File: config.mk
export PLATFORM = sky130hd
export DESIGN_NAME = chain_feeder
export DESIGN_NICKNAME = d
export VERILOG_FILES = /design/src/rtl/cpe_pkg.sv /design/src/rtl/tile_pos_counter.sv /design/src/rtl/chain_feeder.sv
export SDC_FILE = /design/constraint.sdc
export NUM_CORES = 1
export LEC_CHECK = 0
export BUFFER_PORTS_ARGS = -buffer_cell sky130_fd_sc_hd__buf_2
export CORE_MARGIN = 1
export CORE_UTILIZATION = 45
export DETAILED_ROUTE_END_ITERATION = 8
export GPL_TIMING_DRIVEN = 0
export PLACE_DENSITY_LB_ADDON = 0.08
export SYNTH_ARGS = -nofsm -noshare
export SYNTH_HDL_FRONTEND = slang
export SYNTH_SLANG_ARGS = --single-unit
File: constraint.sdc
create_clock -name clock -period 7.5 [get_ports clock]
set_input_delay 0.75 -clock clock [delete_from_list [all_inputs] [get_ports clock]]
set_output_delay 0.75 -clock clock [all_outputs]
set_load 0.03 [all_outputs]
File: src/rtl/cpe_pkg.sv
// Shared definitions for the CPE datapath: default widths, kernel edge and the feeder FSM states.
package cpe_pkg;

    localparam int WIDTH       = 16;
    localparam int SEL_WIDTH   = 5;
    localparam int ADDR_WIDTH  = 10;
    localparam int KERNEL_SIZE = 3;

    typedef enum logic [1:0] {
        IDLE  = 2'd0,
        ISSUE = 2'd1,
        DRAIN = 2'd2,
        FLUSH = 2'd3
    } feeder_state_t;

endpackage

File: src/rtl/tile_pos_counter.sv
// Row-major (row, col) position inside a tile; col wraps at last_col, then row advances.
module tile_pos_counter #(
    parameter int COL_WIDTH = cpe_pkg::SEL_WIDTH,
    parameter int ROW_WIDTH = cpe_pkg::ADDR_WIDTH
) (
    input  logic                 clock,
    input  logic                 rst_n,
    input  logic                 clear,
    input  logic                 advance,
    input  logic [COL_WIDTH-1:0] last_col,
    input  logic [ROW_WIDTH-1:0] last_row,
    output logic [ROW_WIDTH-1:0] row,
    output logic [COL_WIDTH-1:0] col,
    output logic                 last
);

    always_ff @(posedge clock or negedge rst_n) begin
        if (!rst_n) begin
            row <= '0;
            col <= '0;
        end else if (clear) begin
            row <= '0;
            col <= '0;
        end else if (advance) begin
            if (col == last_col) begin
                col <= '0;
                row <= row + ROW_WIDTH'(1);
            end else begin
                col <= col + COL_WIDTH'(1);
            end
        end
    end

    assign last = (row == last_row) && (col == last_col);

endmodule

File: src/rtl/chain_feeder.sv
// Streams one tile row-major from the tile buffer into the CPE register chain and flags
// every cycle in which the chain holds a complete KxK window.
module chain_feeder #(
    parameter int WIDTH       = cpe_pkg::WIDTH,
    parameter int SEL_WIDTH   = cpe_pkg::SEL_WIDTH,
    parameter int ADDR_WIDTH  = cpe_pkg::ADDR_WIDTH,
    parameter int KERNEL_SIZE = cpe_pkg::KERNEL_SIZE
) (
    input  logic                  clock,
    input  logic                  rst_n,
    input  logic                  start,
    input  logic [ADDR_WIDTH-1:0] base_addr,
    input  logic [SEL_WIDTH:0]    tile_width,
    input  logic [ADDR_WIDTH-1:0] tile_height,
    input  logic                  stall,
    output logic                  rd_en,
    output logic [ADDR_WIDTH-1:0] rd_addr,
    input  logic [WIDTH-1:0]      rd_data,
    output logic [WIDTH-1:0]      pixel_out,
    output logic                  chain_run,
    output logic [SEL_WIDTH-1:0]  sel,
    output logic                  window_valid,
    output logic [ADDR_WIDTH-1:0] win_row,
    output logic [SEL_WIDTH-1:0]  win_col,
    output logic                  busy,
    output logic                  done,
    output logic                  err
);

    import cpe_pkg::*;

    localparam logic [SEL_WIDTH:0]    MIN_W    = (SEL_WIDTH+1)'(KERNEL_SIZE);
    localparam logic [SEL_WIDTH:0]    MAX_W    = (SEL_WIDTH+1)'(2**SEL_WIDTH);
    localparam logic [ADDR_WIDTH-1:0] MIN_H    = ADDR_WIDTH'(KERNEL_SIZE);
    localparam logic [ADDR_WIDTH-1:0] EDGE_ROW = ADDR_WIDTH'(KERNEL_SIZE - 1);
    localparam logic [SEL_WIDTH-1:0]  EDGE_COL = SEL_WIDTH'(KERNEL_SIZE - 1);

    feeder_state_t          state;
    logic [ADDR_WIDTH-1:0]  base_q;
    logic [ADDR_WIDTH-1:0]  height_q;
    logic [ADDR_WIDTH-1:0]  issue_cnt;
    logic [ADDR_WIDTH-1:0]  issue_row;
    logic [SEL_WIDTH-1:0]   issue_col;
    logic                   issue_last;
    logic [ADDR_WIDTH-1:0]  shift_row;
    logic [SEL_WIDTH-1:0]   shift_col;
    logic                   shift_last;
    logic                   start_ok;
    logic                   accept;
    logic                   at_window;
    logic                   unused_issue_pos;

    assign start_ok  = (tile_width >= MIN_W) && (tile_width <= MAX_W) && (tile_height >= MIN_H);
    assign accept    = start && (state == IDLE) && start_ok;
    assign rd_en     = (state == ISSUE) && !stall;
    assign rd_addr   = base_q + issue_cnt;
    assign busy      = (state != IDLE);
    assign pixel_out = chain_run ? rd_data : '0;
    assign at_window = (shift_row >= EDGE_ROW) && (shift_col >= EDGE_COL);

    // Only the end-of-tile flag of the issue position is consumed; the address is a flat count.
    assign unused_issue_pos = ^{issue_row, issue_col};

    tile_pos_counter #(.COL_WIDTH(SEL_WIDTH), .ROW_WIDTH(ADDR_WIDTH)) issue_pos (
        .clock    (clock),
        .rst_n    (rst_n),
        .clear    (accept),
        .advance  (rd_en),
        .last_col (sel),
        .last_row (height_q - ADDR_WIDTH'(1)),
        .row      (issue_row),
        .col      (issue_col),
        .last     (issue_last)
    );

    tile_pos_counter #(.COL_WIDTH(SEL_WIDTH), .ROW_WIDTH(ADDR_WIDTH)) shift_pos (
        .clock    (clock),
        .rst_n    (rst_n),
        .clear    (accept),
        .advance  (chain_run),
        .last_col (sel),
        .last_row (height_q - ADDR_WIDTH'(1)),
        .row      (shift_row),
        .col      (shift_col),
        .last     (shift_last)
    );

    // Tile sequencing; config is latched only on a legal start seen in IDLE.
    always_ff @(posedge clock or negedge rst_n) begin
        if (!rst_n) begin
            state     <= IDLE;
            base_q    <= '0;
            height_q  <= '0;
            sel       <= '0;
            issue_cnt <= '0;
            err       <= 1'b0;
            done      <= 1'b0;
        end else begin
            err  <= 1'b0;
            done <= 1'b0;
            case (state)
                IDLE: begin
                    if (start) begin
                        if (start_ok) begin
                            base_q    <= base_addr;
                            height_q  <= tile_height;
                            sel       <= tile_width[SEL_WIDTH-1:0] - SEL_WIDTH'(1);
                            issue_cnt <= '0;
                            state     <= ISSUE;
                        end else begin
                            err <= 1'b1;
                        end
                    end
                end
                ISSUE: begin
                    if (rd_en) begin
                        issue_cnt <= issue_cnt + ADDR_WIDTH'(1);
                        if (issue_last) begin
                            state <= DRAIN;
                        end
                    end
                end
                DRAIN: begin
                    // The last pixel is on pixel_out now, so the shift position sits on the final slot.
                    done  <= shift_last;
                    state <= FLUSH;
                end
                FLUSH: begin
                    state <= IDLE;
                end
                default: begin
                    state <= IDLE;
                end
            endcase
        end
    end

    // Chain strobe mirrors the one-cycle buffer latency; window flag follows each shift.
    always_ff @(posedge clock or negedge rst_n) begin
        if (!rst_n) begin
            chain_run    <= 1'b0;
            window_valid <= 1'b0;
            win_row      <= '0;
            win_col      <= '0;
        end else begin
            chain_run    <= rd_en;
            window_valid <= chain_run && at_window;
            if (chain_run && at_window) begin
                win_row <= shift_row;
                win_col <= shift_col;
            end
        end
    end

endmodule

==> results.md <==
- Max FO, Critical Path: 6
- Area Growth Syn to Fin: 17.4%
- Clock sinks: between 80 and 90
- Peak VDD IR: 200 uV
- Largest area contributor in the netlist: dfrtp_1
- CTS tree: done
- Worst Setup End Kind: output port
- Number of synthesized register bits: 86
- Prevailing post-synth register cell: dfrtp_1
- Critical Path Most Common Cell: a21oi_1
- Slew @ Worst Pin: 1130 ps
- Die W: ~110 um
- WP data arrival: approximately 3000 ps
- Max incr delay on CP: around 660 ps
- Post-synthesis net count: between 600 and 700
- Die span in y: 108 um
- CTS-repair resized insts: 0
- Routability cong.: 0.810
- CTS Buffer Depth: 2
- DP HPWL: slightly below 9000 um
- Sequential fraction of the synthesis area: between 40% and 50%
- Vias per cell: about 5.3
- Synth Instances: ~550
- Critical path depth in cells: 9
- Core area: approximately 0.011 sq mm
- Clock latency on the worst-skew pair: 360 ps
- Worst path top cell family by delay: compound AO/OA/AOI/OAI gates
- First-pass iteration count of the detailed router: 6
- Final setup violation count: 0
- Setup WS post-layout: around 3700 ps
- Crit-path cells: ha_1, a21o_1, a21oi_1, o21bai_1, a2111oi_0, o31ai_1, a21oi_1, xnor2_1, buf_2
- Required @ worst endpoint: between 6000 and 7000 ps
- Nets: ~730
- Initial antenna violation count: 0
- Grt total ovfl: 0
- CP max stage cell: a2111oi_0
- Row cnt: 38
- Power density over the cells: 374 mW/mm^2
- Total number of vias: 4256
- WL/cell: 14.6 um
- CTS root buf: clkbuf_8
- Starting Density: between 40% and 50%
- Tcrit/Tclk final: between 50% and 60%
- Die area: between 0.01 and 0.015 sq mm
- 1st-iter DRT viols: 180
- Num CTS Buffers: 9
- Highest Clock Rate: between 200 and 300 MHz
- Buffers & Inverters on Critical Path: 1
- Syn avg cell area: around 9.2 sq um
- RSZ-0062 raised after global routing: false
- Number of max-cap violations: 0
- EDFF count, synth: 0
- N_diodes: 0
- First-pass GRT wire length: just under 20000 um
- Yosys warnings: 0
- Largest net degree at the start of global routing: 50
- Place WS: around 4000 ps
- Slew Limit Fails: 0
- GRT Total Usage: a little over a fifth
- Async SR Flop Fraction: 100%
- CTS clock-pin slew for the worst setup and hold paths: 80 ps
- R2R setup slack: 4160 ps
- Area of the mapped netlist: 0.00502 sq mm
- Vias in the first global route: between 3000 and 4000
- Drt total wl: approximately 12000 um
- Post-route ant nets: 0
- Drt drc: 0
- Unique masters post-synth: just over 50
- Share of layout cells above drive strength 1: slightly above 20%
- Kind of critical path: reg2out
- H-tree depth: 3
- Port buffer count: 97
- Clock skew: 4.65 ps
- I/O Pins: about 100
- Slew headroom: about a quarter
- Final hold vios: 0
- Hold crit path type: in2async
- Ranking of synthesized cells by area: dfrtp_1 43%, xnor2_1 6.5%, nand2_1 6.1%, ha_1 6.0%, mux2_2 3.8%
- CP Launch Type: flop
- Hold-fix buffer count after cts: 0
- Minimum clock period: ~3800 ps
- Post-CTS setup buffers: 0
- Synth top area share: a little over two fifths
- Setup TNS Final: 0 ps
- Most frequent cells after synthesis: 86 x dfrtp_1, 82 x nand2_1, 46 x nor2_1, 37 x xnor2_1, 33 x o21ai_0
- Worst Reg-to-Reg Cells: 9
- Top-count cell post-synth: dfrtp_1
- Static Leakage: ~2.9 nW
- Outcome: finished clean
placed cells by master, fill, tap and decap left out, types with 2 or more instances in the layout:
cell / count
buf_2: 96
dfrtp_1: 86
nand2_1: 82
nor2_1: 46
xnor2_1: 37
o21ai_0: 33
inv_1: 25
a21oi_1: 25
ha_1: 24
xor2_1: 21
clkbuf_1: 21
nand3_1: 21
mux2_2: 17
and2_1: 16
or3_1: 10
clkbuf_8: 10
nor3_1: 8
nand4_1: 8
nor4_1: 7
o31ai_1: 6
and3_1: 6
a31oi_1: 5
nor2b_1: 4
mux2i_1: 4
a21o_1: 3
nor3b_1: 3
o2111ai_1: 3
o21bai_1: 2
or2_2: 2
or4_1: 2
o22ai_1: 2
a211oi_1: 2
buf_4: 2
kinds of logic (layout without fill, tap and decap cells):
family	count (synthesis)	after routing	synth area share, %
and+or+nand+nor	220	220	20.7
muxes	22	22	4.84
AOI/OAI and AO/OA	92	92	11.2
xor gates and xnor gates	59	59	10.6
DFF	86	86	42.9
buffers and inverters	44	157	3.37
adders and majority gates	25	25	6.38
through the flow:
| stage | std cells | hold slack [ps] | power (W) | instance area (sq um) | utilization, % |
|---|---|---|---|---|---|
| floorplan | 548 | 452 | 0.00159 | 5020 | - |
| global placement | 785 | 470 | 0.00187 | 5680 | 52.4 |
| detailed placement | 786 | 471 | 0.00190 | 5710 | 52.7 |
| CTS | 801 | 371 | 0.00222 | 5890 | 54.4 |
| global route | 801 | 402 | 0.00238 | 5890 | 54.4 |
| finish | 801 | 360 | 0.00220 | 5890 | 54.4 |
cell type report:
cell class	count	area [sq um]
clock inverters	1	30.0
fillers	1010	4950
plain buffers	19	75.1
multi-input cells	418	2700
flip-flops and latches	86	2150
repair buffers	98	515
clock buffers	14	153
well taps	140	175
inverters	25	93.8
metal layers:
| metal | track usage, % | part of all wire [%] | wire length, um | vias up |
|---|---|---|---|---|
| met5 | 0 | 0 | 0 | - |
| met4 | 8.22 | 1.5 | 176 | 0 |
| met3 | 3.03 | 4.5 | 520 | 11 |
| met2 | 36.0 | 47 | 5500 | 114 |
| met1 | 28.3 | 47 | 5460 | 2023 |
| li1 | - | - | - | 2108 |
sequential cells by signal, indices dropped and copies added (netlist names), 2 cells and up:
| signal | flops |
|---|---|
| issue_pos.row | 10 |
| sel | 5 |
| win_row | 10 |
| issue_pos.col | 5 |
| shift_pos.col | 5 |
| height_q | 10 |
| issue_cnt | 10 |
| state | 2 |
| base_q | 10 |
| shift_pos.row | 10 |
| win_col | 5 |
power breakdown:
| group | internal [W] | switching [W] | leakage [nW] |
|---|---|---|---|
| registers | 0.000611 | 0.000165 | 1.14 |
| clock network | 0.000162 | 0.000157 | 0.0908 |
| logic | 0.000428 | 0.000681 | 1.66 |
path summary, 6_finish.rpt:
path                              start            to
max                        issue_cnt[1]    rd_addr[9]
min                               rst_n    win_row[3]
max reg2reg                 height_q[0]      state[1]
min in group clock            base_q[3]     base_q[3]
min reg2reg                   base_q[3]     base_q[3]
max in group asynchronous         rst_n  issue_cnt[4]
No activity file was read; power rests on OpenSTA's default activity.
